`src/rtl/aqp_sync_fifo.sv`:
```
// aqp_sync_fifo -- parametrised single-clock FIFO with optional first-word-fall-through.
//
// Ports:
//   clk           system clock, all logic on rising edge
//   reset_n       synchronous active-low reset (priority over everything)
//   flush         synchronous clear of contents and sticky error flags
//   wrdata/wr_en  write port; accepted when !full
//   rddata/rd_en  read port; accepted when !empty
//                 FWFT=0: rddata registered, valid the cycle after an accepted read
//                 FWFT=1: rddata shows the head word whenever !empty
//   empty, full, almost_full, almost_empty, count  occupancy status (registered state only)
//   overflow      sticky: write attempted while full
//   underflow     sticky: read attempted while empty
module aqp_sync_fifo #(
  parameter int WIDTH        = 9,
  parameter int DEPTH_LOG2   = 4,
  parameter int AFULL_LEVEL  = 8,
  parameter int AEMPTY_LEVEL = 2,
  parameter int FWFT         = 0
) (
  input  logic                  clk,
  input  logic                  reset_n,
  input  logic                  flush,
  input  logic [WIDTH-1:0]      wrdata,
  input  logic                  wr_en,
  output logic [WIDTH-1:0]      rddata,
  input  logic                  rd_en,
  output logic                  empty,
  output logic                  full,
  output logic                  almost_full,
  output logic                  almost_empty,
  output logic [DEPTH_LOG2:0]   count,
  output logic                  overflow,
  output logic                  underflow
);

  localparam int DEPTH = 1 << DEPTH_LOG2;
  localparam int PW    = DEPTH_LOG2 + 1;
  localparam logic [PW-1:0] FULL_CNT = PW'(DEPTH);
  localparam logic [PW-1:0] AF_LVL   = PW'(AFULL_LEVEL);
  localparam logic [PW-1:0] AE_LVL   = PW'(AEMPTY_LEVEL);

  logic [WIDTH-1:0] mem [DEPTH];
  // Extra MSB on each pointer separates full (MSBs differ) from empty (equal).
  logic [PW-1:0]    wrptr, rdptr;
  logic             wr_acc, rd_acc;

  // Status comes only from the registered pointers, never from wr_en/rd_en.
  assign count        = wrptr - rdptr;
  assign empty        = (wrptr == rdptr);
  assign full         = (count == FULL_CNT);
  assign almost_full  = (count >= AF_LVL);
  assign almost_empty = (count <= AE_LVL);

  // Both requests are judged against pre-edge flags, so a full FIFO still
  // pops on rd_en and an empty FIFO still pushes on wr_en.
  assign wr_acc = wr_en && !full;
  assign rd_acc = rd_en && !empty;

  always_ff @(posedge clk) begin
    if (!reset_n) begin
      wrptr     <= '0;
      rdptr     <= '0;
      overflow  <= 1'b0;
      underflow <= 1'b0;
    end else if (flush) begin
      // Requests during flush are ignored and raise no flags.
      wrptr     <= '0;
      rdptr     <= '0;
      overflow  <= 1'b0;
      underflow <= 1'b0;
    end else begin
      if (wr_acc)          wrptr     <= wrptr + PW'(1);
      if (rd_acc)          rdptr     <= rdptr + PW'(1);
      if (wr_en && full)   overflow  <= 1'b1;
      if (rd_en && empty)  underflow <= 1'b1;
    end
  end

  // Storage is not reset; stale words are unreachable once pointers clear.
  always_ff @(posedge clk) begin
    if (reset_n && !flush && wr_acc)
      mem[wrptr[DEPTH_LOG2-1:0]] <= wrdata;
  end

  generate
    if (FWFT != 0) begin : g_fwft
      // Head word straight from memory; meaningless while empty.
      assign rddata = mem[rdptr[DEPTH_LOG2-1:0]];
    end else begin : g_reg
      logic [WIDTH-1:0] rddata_q;
      always_ff @(posedge clk) begin
        if (!reset_n)
          rddata_q <= '0;
        else if (!flush && rd_acc)
          rddata_q <= mem[rdptr[DEPTH_LOG2-1:0]];
      end
      assign rddata = rddata_q;
    end
  endgenerate

endmodule
```
`config.mk`:
```
export PLATFORM = sky130hd
export DESIGN_NAME = aqp_sync_fifo
export DESIGN_NICKNAME = d
export VERILOG_FILES = /design/src/rtl/aqp_sync_fifo.sv
export SDC_FILE = /design/constraint.sdc
export NUM_CORES = 1
export LEC_CHECK = 0
export BUFFER_PORTS_ARGS = -buffer_cell sky130_fd_sc_hd__buf_2
export CORE_MARGIN = 8
export CORE_UTILIZATION = 65
export CTS_CLUSTER_DIAMETER = 120
export DETAILED_ROUTE_END_ITERATION = 10
export PLACE_DENSITY = 0.84
export SETUP_SLACK_MARGIN = 0.02
export SLEW_MARGIN = 40
export SYNTH_ARGS = -nofsm -noshare
export SYNTH_HDL_FRONTEND = slang
export SYNTH_SLANG_ARGS = --single-unit
export TNS_END_PERCENT = 20
```
`constraint.sdc`:
```
create_clock -name clk -period 6.25 [get_ports clk]
set_input_delay 0.9375 -clock clk [delete_from_list [all_inputs] [get_ports clk]]
set_output_delay 0.9375 -clock clk [all_outputs]
set_load 0.005 [all_outputs]
```
==> reports/qor.csv <==
stage;metric;value;unit
outcome;status;finished clean;
timing;Setup Skew;5.996;ps
setup_path;RR Startpoint;rdptr[3];
yosys;leading area contributor after synthesis;edfxtp_1;
clock_tree;Worst-Skew Late Latency;540;ps
setup_path;Buf/Inv on CP;4;
setup_path;Critical Path Sink;full;
global_routing;antenna violations before repair;0;
setup_path;critical path capture point type;output port;
route;via count;3758;
route;Initial DRC Count;465;
place;RePlAce Congestion;0.8940;
power_and_ir_drop;Static Leakage;2.515;nW
timing;count of final setup violators;0;
setup_path;CP Max Fanout;40;
setup_path;slowest cell delay on critical path;570;ps
yosys;Gate Count Post-Synth;386;
cells_and_area;final net count;446;
clock_tree;Root Driver;clkbuf_8;
yosys;Avg Cell Area, Syn;17.19;µm²
die;Top Ports;34;
setup_path;worst-path cell chain;buf_4 -> ha_1 -> inv_1 -> fa_1 -> xor2_1 -> nor3_1 -> o2111ai_2 -> inv_2 -> buf_2;
setup_path;Crit. path cell count;9;
global_routing;number of global-route vias before repair;3642;
power_and_ir_drop;power density over cell area;294.5;mW/mm²
route;WL final;14640;µm
clock_tree;clk sink count;165;
timing;post-route minimum period;4355;ps
setup_path;Crit Reg-Reg Endpoint;mem[8][5];
yosys;post-synthesis sequential area ratio;71.52;%
yosys;syn_nets;410;
yosys;most frequent cells after synthesis;144 x edfxtp_1, 39 x nand2_1, 36 x mux4_2;
place;Post-DP HPWL;9065;µm
power_and_ir_drop;maximum vdd ir drop;0.2383;mV
die;Initial Util;65.43;%
yosys;ys flop type;edfxtp_1;
setup_path;CP delay by family, top;buffers and inverters;
timing;Final Cycle Share;69.69;%
cells_and_area;Final Cell Area;0.007488;mm²
yosys;register bit count reported by yosys;165;
setup_path;WP data required;5310;ps
clock_tree;post-CTS setup repair buffer count;0;
route;DR vias/cell;6.581;
global_routing;largest net degree at the start of global routing;41;
clock_tree;Post-CTS Hold Buffers;0;
timing;unrepaired setup endpoints after global routing;false;
setup_path;Slowest cell on crit path;buf_4;
timing;Worst Tran Pin Value;754.8;ps
setup_path;critical path type;flop to output port;
die;DIE AREA;0.01369;mm²
cells_and_area;layout cells sized above 1;25.29;%
yosys;Synth top area share;65.18;%
die;Core ar.;0.01014;mm²
yosys;asr flop ratio synth;0;%
setup_path;crit path from;rdptr[0];
flow_run;max-cap viol count;0;
yosys;Post-synth EDFFs;144;
timing;Pins Over Slew Limit;0;
yosys;count leader, synth;edfxtp_1;
route;Pre-antenna DRT Iters;5;
clock_tree;CTS tree;yes;
setup_path;crit start category;flop;
route;DRC Markers;0;
cells_and_area;Area Overhead vs Synth;12.88;%
place;# port buffers;33;
yosys;dominant cells by area after synthesis;edfxtp_1 65%, mux4_2 12%, dfxtp_1 6.3%, nand2_1 2.2%, nand3_1 1.7%;
die;Die Ht;117.0;µm
clock_tree;Max clock buf depth;2;
global_routing;GRT Overall Usage;23.48;%
die;Chip Width;117.0;µm
hold_path;Hold Crit Class;flop to flop;
hold_path;beginning of the worst hold path;overflow;
route;final antenna-violating net count;0;
yosys;Mapped Area;0.006634;mm²
setup_path;R2R depth;8;
timing;slew margin rel.;49.49;%
setup_path;crit path DAT;3420;ps
route;WL/cell;25.64;µm
yosys;Warnings, synthesis;0;
place;placed cell areas;0.006949;mm²
clock_tree;CTS H-tree depth;4;
global_routing;total congestion overflow;0;
timing;sum of negative setup slack;0;ps
timing;fin worst setup slack;1895;ps
place;pre-CTS setup slack;2355;ps
global_routing;first-pass GRT wire length;22310;µm
timing;Final Hold Vio Count;0;
timing;Max Fclk;0.2296;GHz
clock_tree;clk slew on worst S/H paths;60;ps
clock_tree;TritonCTS Buffers;17;
cells_and_area;ANT cells;0;
setup_path;Reg2Reg Setup Slack;2210;ps
die;FP Rows;37;
yosys;Synth cell types;42;
clock_tree;post_cts resized;0;
[cells in the final DEF, fill, tap and decap left out, types with 2 or more instances in the layout]
master      instances
a32o_1              9
xor2_1              3
a21oi_1             9
o21ai_0             2
and3_1             13
clkinv_4            2
ha_1                9
nand4_1             3
edfxtp_1          144
dfxtp_1            19
clkbuf_1            2
clkbuf_16          16
or3_1               2
nor4_4              4
buf_2              33
clkinv_2            4
mux4_2             36
o21ai_1             2
nand3_1            23
buf_4               2
nand2b_1            2
inv_1              10
clkinvlp_4          4
nor2_1             17
mux2i_1             2
nand2_1            39
[metal layers]
layer  share of wire [%]  vias up  global-route usage [%]
met5                   0        -                       0
li1                    -     1599                       -
met4                 2.6        0                   9.386
met1                  39     1851                   31.44
met3                  11       37                   8.004
met2                  46      271                   34.97
[flip-flops by register name, indices dropped and copies added (netlist names)]
register   count
mem          144
overflow       1
wrptr          5
rddata         9
rdptr          5
underflow      1
[worst register-to-register path, cell delays in order, from the launching register on]
cell       delay, ps
dfxtp_1          730
inv_1            490
ha_1             460
a21oi_1          270
nand3_1          140
o2111ai_2        140
inv_2            220
nor2_1           640
and3_1           580
[metrics by stage]
| stage | total power, mW | utilization (%) | instances | hold slack [ps] |
|---|---|---|---|---|
| 3_3_place_gp | 1.288 | 68.17 | 538 | 448.2 |
| 3_5_place_dp | 1.290 | 68.54 | 538 | 456.5 |
| 4_1_cts | 2.211 | 73.79 | 570 | 472.4 |
| 6_report | 2.205 | 73.86 | 571 | 469.1 |
| 5_1_grt | 2.263 | 73.86 | 571 | 498.3 |
| 2_1_floorplan | 1.256 | - | 386 | 460.4 |
[how the worst min path moves through the flow]
stage / to / slack [ps] / cells past startpoint
floorplan: overflow / 460 / 2
global placement: underflow / 450 / 2
detailed placement: overflow / 460 / 2
CTS: rddata[4] / 470 / 1
global route: rddata[4] / 500 / 1
finish: overflow / 470 / 2
[where the power goes]
group / switching (mW) / internal [mW]
Combinational: 0.0446 / 0.0208
Clock: 0.412 / 0.525
Sequential: 0.00240 / 1.20
[kinds of logic after synthesis]
family	count (synthesis)	share of synthesized area (%)
xor gates and xnor gates	5	0.7735
and+or+nand+nor	108	7.695
adders and majority gates	10	1.999
DFF	165	71.52
buffers and inverters	29	2.018
AOI/OAI and AO/OA	31	3.471
muxes	38	12.52
[final cells by class]
class / instances / area [µm²]
clock buffer: 19 / 421.7
multi-input combinational: 192 / 1815
tap: 136 / 170.2
sequential: 165 / 4750
clock inverter: 13 / 110.1
fill: 579 / 2650
timing repair buffer: 35 / 180.2
inverter: 11 / 41.29
Note: power is estimated with default switching activity, not from simulation.
